**src/rtl/serial_adder_4u_seq.sv**
```systemverilog
// Purpose : unsigned WIDTH-bit adder that works through the operands 4 bits per cycle, LSB slice first.
// Latency : WIDTH/4 BUSY cycles after the accepting edge, then the result sits in DONE (out_valid).
// Backpr. : the result is held in DONE until out_ready; a new pair can be accepted in that same cycle.
// Ports   : clk, rst (sync, active-high); in_valid/in_ready + a/b operand handshake;
//           out_valid/out_ready + sum/cout result handshake ({cout,sum} = a+b).
module serial_adder_4u_seq #(
  parameter int WIDTH = 16
) (
  input  logic             clk,
  input  logic             rst,
  input  logic             in_valid,
  output logic             in_ready,
  input  logic [WIDTH-1:0] a,
  input  logic [WIDTH-1:0] b,
  output logic             out_valid,
  input  logic             out_ready,
  output logic [WIDTH-1:0] sum,
  output logic             cout
);

  localparam int NS = WIDTH / 4;
  localparam int KW = (NS > 1) ? $clog2(NS) : 1;
  localparam logic [KW-1:0] K_LAST = KW'(NS - 1);

  typedef enum logic [1:0] {
    IDLE = 2'd0,
    BUSY = 2'd1,
    DONE = 2'd2
  } state_t;

  state_t           r_state;
  state_t           w_state_nxt;
  logic [WIDTH-1:0] r_a;
  logic [WIDTH-1:0] r_b;
  logic [WIDTH-1:0] r_sum;
  logic             r_cout;
  logic             r_out_valid;
  logic             r_carry;
  logic [KW-1:0]    r_k;

  logic             w_in_ready;
  logic             w_accept;
  logic             w_last;
  logic [KW+1:0]    w_base;
  logic [3:0]       w_op_a;
  logic [3:0]       w_op_b;
  logic [3:0]       w_g;
  logic [3:0]       w_p;
  logic [3:0]       w_c;
  logic [3:0]       w_slice;
  logic             w_g10, w_p10, w_g32, w_p32, w_g30, w_p30;
  logic             w_c4;

  assign w_last = (r_k == K_LAST);

  // 4-bit Brent-Kung slice: pair-wise group generate/propagate, then the
  // 4-bit group; c3 is filled in from c2 on the way back down the tree.
  always_comb begin
    w_base  = {r_k, 2'b00};
    w_op_a  = r_a[w_base +: 4];
    w_op_b  = r_b[w_base +: 4];
    w_g     = w_op_a & w_op_b;
    w_p     = w_op_a ^ w_op_b;
    w_g10   = w_g[1] | (w_p[1] & w_g[0]);
    w_p10   = w_p[1] & w_p[0];
    w_g32   = w_g[3] | (w_p[3] & w_g[2]);
    w_p32   = w_p[3] & w_p[2];
    w_g30   = w_g32 | (w_p32 & w_g10);
    w_p30   = w_p32 & w_p10;
    w_c[0]  = r_carry;
    w_c[1]  = w_g[0] | (w_p[0] & r_carry);
    w_c[2]  = w_g10 | (w_p10 & r_carry);
    w_c[3]  = w_g[2] | (w_p[2] & w_c[2]);
    w_c4    = w_g30 | (w_p30 & r_carry);
    w_slice = w_p ^ w_c;
  end

  always_ff @(posedge clk) begin
    if (rst) begin
      r_state <= IDLE;
    end else begin
      r_state <= w_state_nxt;
    end
  end

  always_comb begin
    w_state_nxt = r_state;
    w_in_ready  = 1'b0;
    case (r_state)
      IDLE: begin
        w_in_ready = 1'b1;
        if (in_valid) w_state_nxt = BUSY;
      end
      BUSY: begin
        if (w_last) w_state_nxt = DONE;
      end
      DONE: begin
        // Consuming the result frees the block in the same cycle, so a new
        // pair can go straight into BUSY without an IDLE bubble.
        if (out_ready) begin
          w_in_ready  = 1'b1;
          w_state_nxt = in_valid ? BUSY : IDLE;
        end
      end
      default: w_state_nxt = IDLE;
    endcase
    // Nothing may be accepted on an edge that is going to reset the block.
    if (rst) w_in_ready = 1'b0;
  end

  assign w_accept = in_valid & w_in_ready;

  always_ff @(posedge clk) begin
    if (rst) begin
      r_a         <= '0;
      r_b         <= '0;
      r_sum       <= '0;
      r_cout      <= 1'b0;
      r_out_valid <= 1'b0;
      r_carry     <= 1'b0;
      r_k         <= '0;
    end else if (w_accept) begin
      r_a         <= a;
      r_b         <= b;
      r_carry     <= 1'b0;
      r_k         <= '0;
      r_out_valid <= 1'b0;
    end else if (r_state == BUSY) begin
      r_sum[w_base +: 4] <= w_slice;
      r_carry            <= w_c4;
      r_k                <= r_k + KW'(1);
      if (w_last) begin
        r_cout      <= w_c4;
        r_out_valid <= 1'b1;
      end
    end else if ((r_state == DONE) && out_ready) begin
      r_out_valid <= 1'b0;
    end
  end

  assign in_ready  = w_in_ready;
  assign out_valid = r_out_valid;
  assign sum       = r_sum;
  assign cout      = r_cout;

endmodule

```
**config.mk**
```make
export PLATFORM = sky130hd
export DESIGN_NAME = serial_adder_4u_seq
export DESIGN_NICKNAME = d
export VERILOG_FILES = /design/src/rtl/serial_adder_4u_seq.sv
export SDC_FILE = /design/constraint.sdc
export NUM_CORES = 1
export LEC_CHECK = 0
export CAP_MARGIN = 30
export CORE_ASPECT_RATIO = 0.9
export CORE_MARGIN = 2
export CORE_UTILIZATION = 40
export DETAILED_ROUTE_END_ITERATION = 10
export PLACE_DENSITY = 0.62
export SYNTH_ARGS = -nofsm -noshare
export SYNTH_HDL_FRONTEND = slang
export SYNTH_SLANG_ARGS = --single-unit
```
**constraint.sdc**
```tcl
create_clock -name clk -period 3.6 [get_ports clk]
set_input_delay 1.08 -clock clk [delete_from_list [all_inputs] [get_ports clk]]
set_output_delay 1.08 -clock clk [all_outputs]
set_load 0.1 [all_outputs]
```
==> flow_metrics.py <==
metrics = {
    "status": {
        "status": "finished clean",
    },
    "synth": {
        "yosysWarningCount": 0,
        "yosysTopAreaCellShare_pct": 40.8,
        "synthFlopType": "dfxtp_1",
        "ys_async_sr_fraction_pct": 0,
        "synthCells": 288,
        "synth_fp_nets": 336,
        "ys_types": 38,
        "synth_seq_cells": 55,
        "synth_seq_area_share_pct": 40.8,
        "syn_area_um2": 2700,
        "synth_area_leaders": "dfxtp_1 (41%), o311ai_0 (10%), mux4_2 (6.7%)",
        "synth_edf_count": 0,
        "postSynthAreaPerCell_um2": 9.36,
        "synth_largest_area_cell": "dfxtp_1",
    },
    "critical_path": {
        "r2r_end": "sum[7]$_SDFFE_PP0P_",
        "cp_slowest_cell": "dfxtp_1",
        "r2r-start": "r_k[0]$_SDFFE_PP0P_",
        "worst_ep_required_time_ns": 3.84,
        "r2r_slack_ns": 0.42,
        "arrival_ns": 3.41,
        "critPathLaunchType": "register",
        "r2r_cells": 8,
        "critPathMaxFanout": 10,
        "slowest_delay_ns": 0.70,
        "end_kind": "register",
        "crit_type": "reg2reg",
        "crit_chain": "mux4_2 -> ha_1 -> and3_1 -> or2_2 -> fa_1 -> xor2_1 -> nand4_1 -> a21oi_1",
    },
    "detailed_routing": {
        "drtIter0Drc": 96,
        "drc": 0,
        "vias_per_cell": 5.40,
        "drt_pass1_iterations": 4,
        "ant_nets": 0,
        "route.vias.total": 2274,
        "routedWlPerCell_um": 14.5,
        "routed_wl_mm": 6.09,
    },
    "timing": {
        "period_minus_slack_ns": 3.18,
        "grt_setup_unrepaired": "no",
        "setup_viol": 0,
        "finalCritPeriodShare_pct": 88.2,
        "max_clock_freq_mhz": 315,
        "maxSlewViolCount": 0,
        "hold_viol_final": 0,
        "finClkSkew_ns": 0.00401,
        "layout_setup_ws_ns": 0.424,
        "tightest_slew_ns": 0.878,
        "tns_ns": 0,
        "slew_headroom_pct": 41.4,
    },
    "min_path": {
        "min_from": "sum[6]$_SDFFE_PP0P_",
        "hold_depth": 2,
        "hold_path.class": "reg2reg",
        "hold_end": "sum[6]$_SDFFE_PP0P_",
    },
    "finish": {
        "diodes": 0,
        "syn2layout_area_growth_pct": 23.7,
        "drive_gt1_share_pct": 14.2,
        "fin_util_pct": 50.9,
        "fillers": 640,
        "final_common_cell": "dfxtp_1",
        "final_cell_mix": "dfxtp_1 (55), inv_1 (38), clkdlybuf4s50_1 (35)",
        "final_nets": 378,
    },
    "global_route": {
        "grt_max_degree": 45,
        "grt_pass1_wl_mm": 10.4,
        "track_usage_pct": 17.1,
        "antenna_found_initial": 0,
        "grt_pass1_vias": 2179,
        "grt_overflow": 0,
    },
    "clock_network": {
        "cts_buffers": 5,
        "cts_tree": "yes",
        "max-clock-path-buffers": 2,
        "ctsHoldBuffers": 0,
        "clkTransAtPathRegs_ns": 0.09,
        "clockRootBuffer": "clkbuf_8",
        "ctsResizeCount": 0,
        "cts_sinks": 55,
        "insertion_delay_ns": 0.30,
        "cts_max_level": 2,
        "cts_setup_buffers": 0,
    },
    "floorplanning": {
        "core-area_um2": 6550,
        "initial_core_util_pct": 41.2,
        "die_height_um": 81.9,
        "die-area_um2": 7410,
        "ios": 55,
        "rows": 28,
        "die_w_um": 90.5,
    },
    "power_and_ir_drop": {
        "ir_drop_v": 0.000156,
        "p_per_area_nw_per_um2": 394,
        "p_leak_nw": 1.33,
    },
    "placement": {
        "dp.final_hpwl_mm": 4.14,
        "finalWeightedCongestion": 0.774,
        "io_buffers": 54,
        "pre_cts_ws_ns": 0.393,
    },
    "flow_run": {
        "maxCapViolCount": 0,
    },
}
## cell type report
| cell class | count | area (um^2) | area share (%) |
|---|---|---|---|
| timing repair buffer | 61 | 558 | 16.7 |
| tap | 90 | 113 | 3.38 |
| inverter | 38 | 143 | 4.28 |
| multi-input combinational | 169 | 1320 | 39.6 |
| sequential | 55 | 1100 | 33.0 |
| clock buffer | 8 | 100 | 3.00 |
## stage by stage
step                instance area [um^2]  hold WS [ns]  cells  power (mW)
finish                              3340         0.453    421        1.31
floorplan                           2710         0.456    288       0.866
CTS                                 3340         0.459    421        1.33
global placement                    3240         0.440    413       0.959
detailed placement                  3240         0.445    413       0.960
global route                        3340         0.474    421        1.39
## power breakdown
group	internal, mW	switching, mW	leakage [nW]
Combinational	0.117	0.162	0.829
Sequential	0.642	0.0256	0.449
Clock	0.176	0.191	0.0515
Total	0.935	0.378	1.33
## registers in the layout (all words and copies together), names as in the netlist
register,cells
cout,1
r_k,2
r_state,2
r_a,16
r_carry,1
out_valid,1
r_b,16
sum,16
## layer usage
| layer | GRT usage (%) | up-vias | wire length [um] |
|---|---|---|---|
| li1 | - | 1148 | - |
| met1 | 23.0 | 1061 | 2970 |
| met2 | 28.4 | 61 | 2830 |
| met3 | 3.85 | 4 | 255 |
| met4 | 3.69 | 0 | 35 |
| met5 | 0 | - | 0 |
## logic make-up (layout without fill, tap and decap cells)
family | after synthesis | after routing | synth area share [%]
AO/OA/AOI/OAI | 93 | 93 | 22.9
buffers and inverters | 64 | 107 | 10.6
flip-flops | 55 | 55 | 40.8
AND/OR/NAND/NOR | 52 | 52 | 11.6
adder cells (fa/ha/maj) | 12 | 12 | 6.13
multiplexers | 9 | 9 | 7.05
XOR/XNOR | 3 | 3 | 0.975
## synthesized netlist by cell type (2+ instances only)
cell and instances:
o21ai_0 6, nand2_1 13, o21ai_1 29, inv_1 38
and3b_1 2, xor2_1 2, clkbuf_1 14, mux4_2 8
nor3b_1 3, nand4_1 12, fa_1 2, ha_1 10
nor4_1 2, o311ai_0 32, nand3b_1 4, nor3_1 3
dfxtp_1 55, a21oi_1 17, buf_6 5, buf_2 6
nor2_1 5, a32oi_1 4
## worst max-delay path, delay by kind of cell, from the launching register on
kind                       cells  cell delay (ns)
adders and majority gates      2             0.71
DFF                            1             0.70
and+or+nand+nor                3             0.64
muxes                          1             0.58
AOI/OAI and AO/OA              1             0.16
xor gates and xnor gates       1             0.33
## worst max-delay path by stage
| stage | startpoint | endpoint | slack, ns |
|---|---|---|---|
| after floorplan | rst | in_ready | 0.27 |
| after global placement | r_k[0]$_SDFFE_PP0P_ | sum[11]$_SDFFE_PP0P_ | 0.49 |
| after detailed placement | r_k[0]$_SDFFE_PP0P_ | sum[7]$_SDFFE_PP0P_ | 0.39 |
| after CTS | r_k[0]$_SDFFE_PP0P_ | sum[7]$_SDFFE_PP0P_ | 0.37 |
| after global routing | r_k[0]$_SDFFE_PP0P_ | sum[11]$_SDFFE_PP0P_ | 0.22 |
| final | r_k[0]$_SDFFE_PP0P_ | sum[7]$_SDFFE_PP0P_ | 0.42 |
Note: power is estimated with default switching activity, not from simulation.
==> variant: new RTL, config.mk and constraints unchanged <==
Change the parameter `WIDTH` from 16 to 32.
--- a/src/rtl/serial_adder_4u_seq.sv
+++ b/src/rtl/serial_adder_4u_seq.sv
@@ -4,7 +4,7 @@
 // Ports   : clk, rst (sync, active-high); in_valid/in_ready + a/b operand handshake;
 //           out_valid/out_ready + sum/cout result handshake ({cout,sum} = a+b).
 module serial_adder_4u_seq #(
-  parameter int WIDTH = 16
+  parameter int WIDTH = 32
 ) (
   input  logic             clk,
   input  logic             rst,
Interface: changed (resized a, b and sum); port bits go from 55 to 103. No check against the original RTL was run, so the function may have changed too.
==> variant against the unedited design <==
Worst setup slack got worse by 0.17 ns. Sequential cell count rose by 49. Cell area rose by 92%. Total power rose by 100%. Sequential power rose by 87%. Hold slack improved by 0.022 ns. Synthesized area rose by 87%. Routed wire length rose by 82%. Synthesized cell count rose by 60%. Global-route usage rose by 0.24 points. Critical path type is now input pin to output pin. Largest power group unchanged. Highest routed layer unchanged.
==> variant: results (changes against the unedited design) <==
[route]
via_per_inst=4.92  ; -8.9%
initialDrtViolationCount=174  ; +81%
drt-met1-wl_mm=5.38  ; +81%
wirelength_mm=11.1  ; +82%
dr_wl_met3_um=630  ; +150%

[synth]
syn_nets=542  ; +61%
synth_top_area_frac=0.413  ; +0.00445
seq_area_frac_synth=0.413  ; +0.00445
synth.distinct_cells=43  ; +13%
avgSynthCellArea_um2=10.9  ; +17%

[critical_path]
arrival_ns=2.27  ; -1.14 ns
slowest_delay_ns=0.54  ; -0.16 ns
cp_max_fo=4  ; -6

[place]
dp_hpwl_mm=8.14  ; +97%
dp_worst_setup_slack_ns=0.250  ; -0.143 ns
io_buffers=102  ; +89%
placedCellCount=700  ; +69%

[timing]
skew_ns=0.00711  ; +0.00310 ns

[grt]
grt_pass1_wl_mm=18.7  ; +81%
grt_pass1_vias=3758  ; +72%
grt_usage=0.173  ; +0.00239

[pwr]
internal-power_w=0.00199  ; +110%
power.leakage_nw=2.56  ; +93%

[clock_network]
worst_skew_pair.late_latency_ns=0.34  ; +0.04 ns
cts-htree-levels=3  ; +1
numCtsBuffers=9  ; +4

[outcome]
outcome=complete, no violations

[layout]
drive_gt1_frac=0.255  ; +0.113
final_nets=632  ; +67%

==> variant: per-layer routing <==
metal,up-vias,global-route usage
li1,1768,-
met1,1662,0.240
met2,86,0.270
met3,9,0.0398
met4,0,0.0483
met5,-,0
==> variant: kinds of logic (layout without fill, tap and decap cells) <==
| logic type | count (synthesis) | count (layout) | synth area share |
|---|---|---|---|
| xor gates and xnor gates | 2 | 2 | 0.00347 |
| DFF | 104 | 104 | 0.413 |
| AOI/OAI and AO/OA | 20 | 20 | 0.0263 |
| adders and majority gates | 13 | 13 | 0.0352 |
| muxes | 112 | 112 | 0.278 |
| buffers and inverters | 37 | 132 | 0.0387 |
| and+or+nand+nor | 173 | 173 | 0.206 |
==> variant: worst max-delay path, delay by kind of cell <==
family | cells | cell delay (ns)
buf+inv | 2 | 0.74
simple gates | 2 | 0.45
==> variant: layout make-up <==
type / instances / area share
clock buffers: 10 / 0.0373
clock inverters: 6 / 0.00918
repair buffers: 110 / 0.160
well taps: 160 / 0.0313
flip-flops and latches: 104 / 0.325
inverters: 6 / 0.00352
multi-input cells: 320 / 0.434
==> variant: power groups by stage <==
| stage | Sequential, W | Clock, W | Combinational, W |
|---|---|---|---|
| global route | 0.00126 | 0.00104 | 0.000446 |
| detailed placement | 0.00128 | 0 | 0.000413 |
| floorplan | 0.00129 | 0 | 0.000257 |
| global placement | 0.00128 | 0 | 0.000407 |
| CTS | 0.00125 | 0.00100 | 0.000415 |
| finish | 0.00125 | 0.000974 | 0.000410 |
==> variant: final timing paths <==
| kind | startpoint | endpoint | slack [ns] | depth (start not counted) |
|---|---|---|---|---|
| setup / recovery | out_ready | in_ready | 0.25 | 4 |
| hold reg to reg | sum[8] | sum[8] | 0.47 | 2 |
| hold / removal | sum[8] | sum[8] | 0.47 | 2 |
| setup reg to reg | r_k[0] | sum[11] | 0.27 | 11 |
==> variant: stage by stage <==
stage / power (W) / instance area, µm²
final: 0.00264 / 6410
after detailed placement: 0.00169 / 6110
after global placement: 0.00169 / 6110
after floorplan: 0.00154 / 5050
after CTS: 0.00267 / 6410
after global routing: 0.00274 / 6410
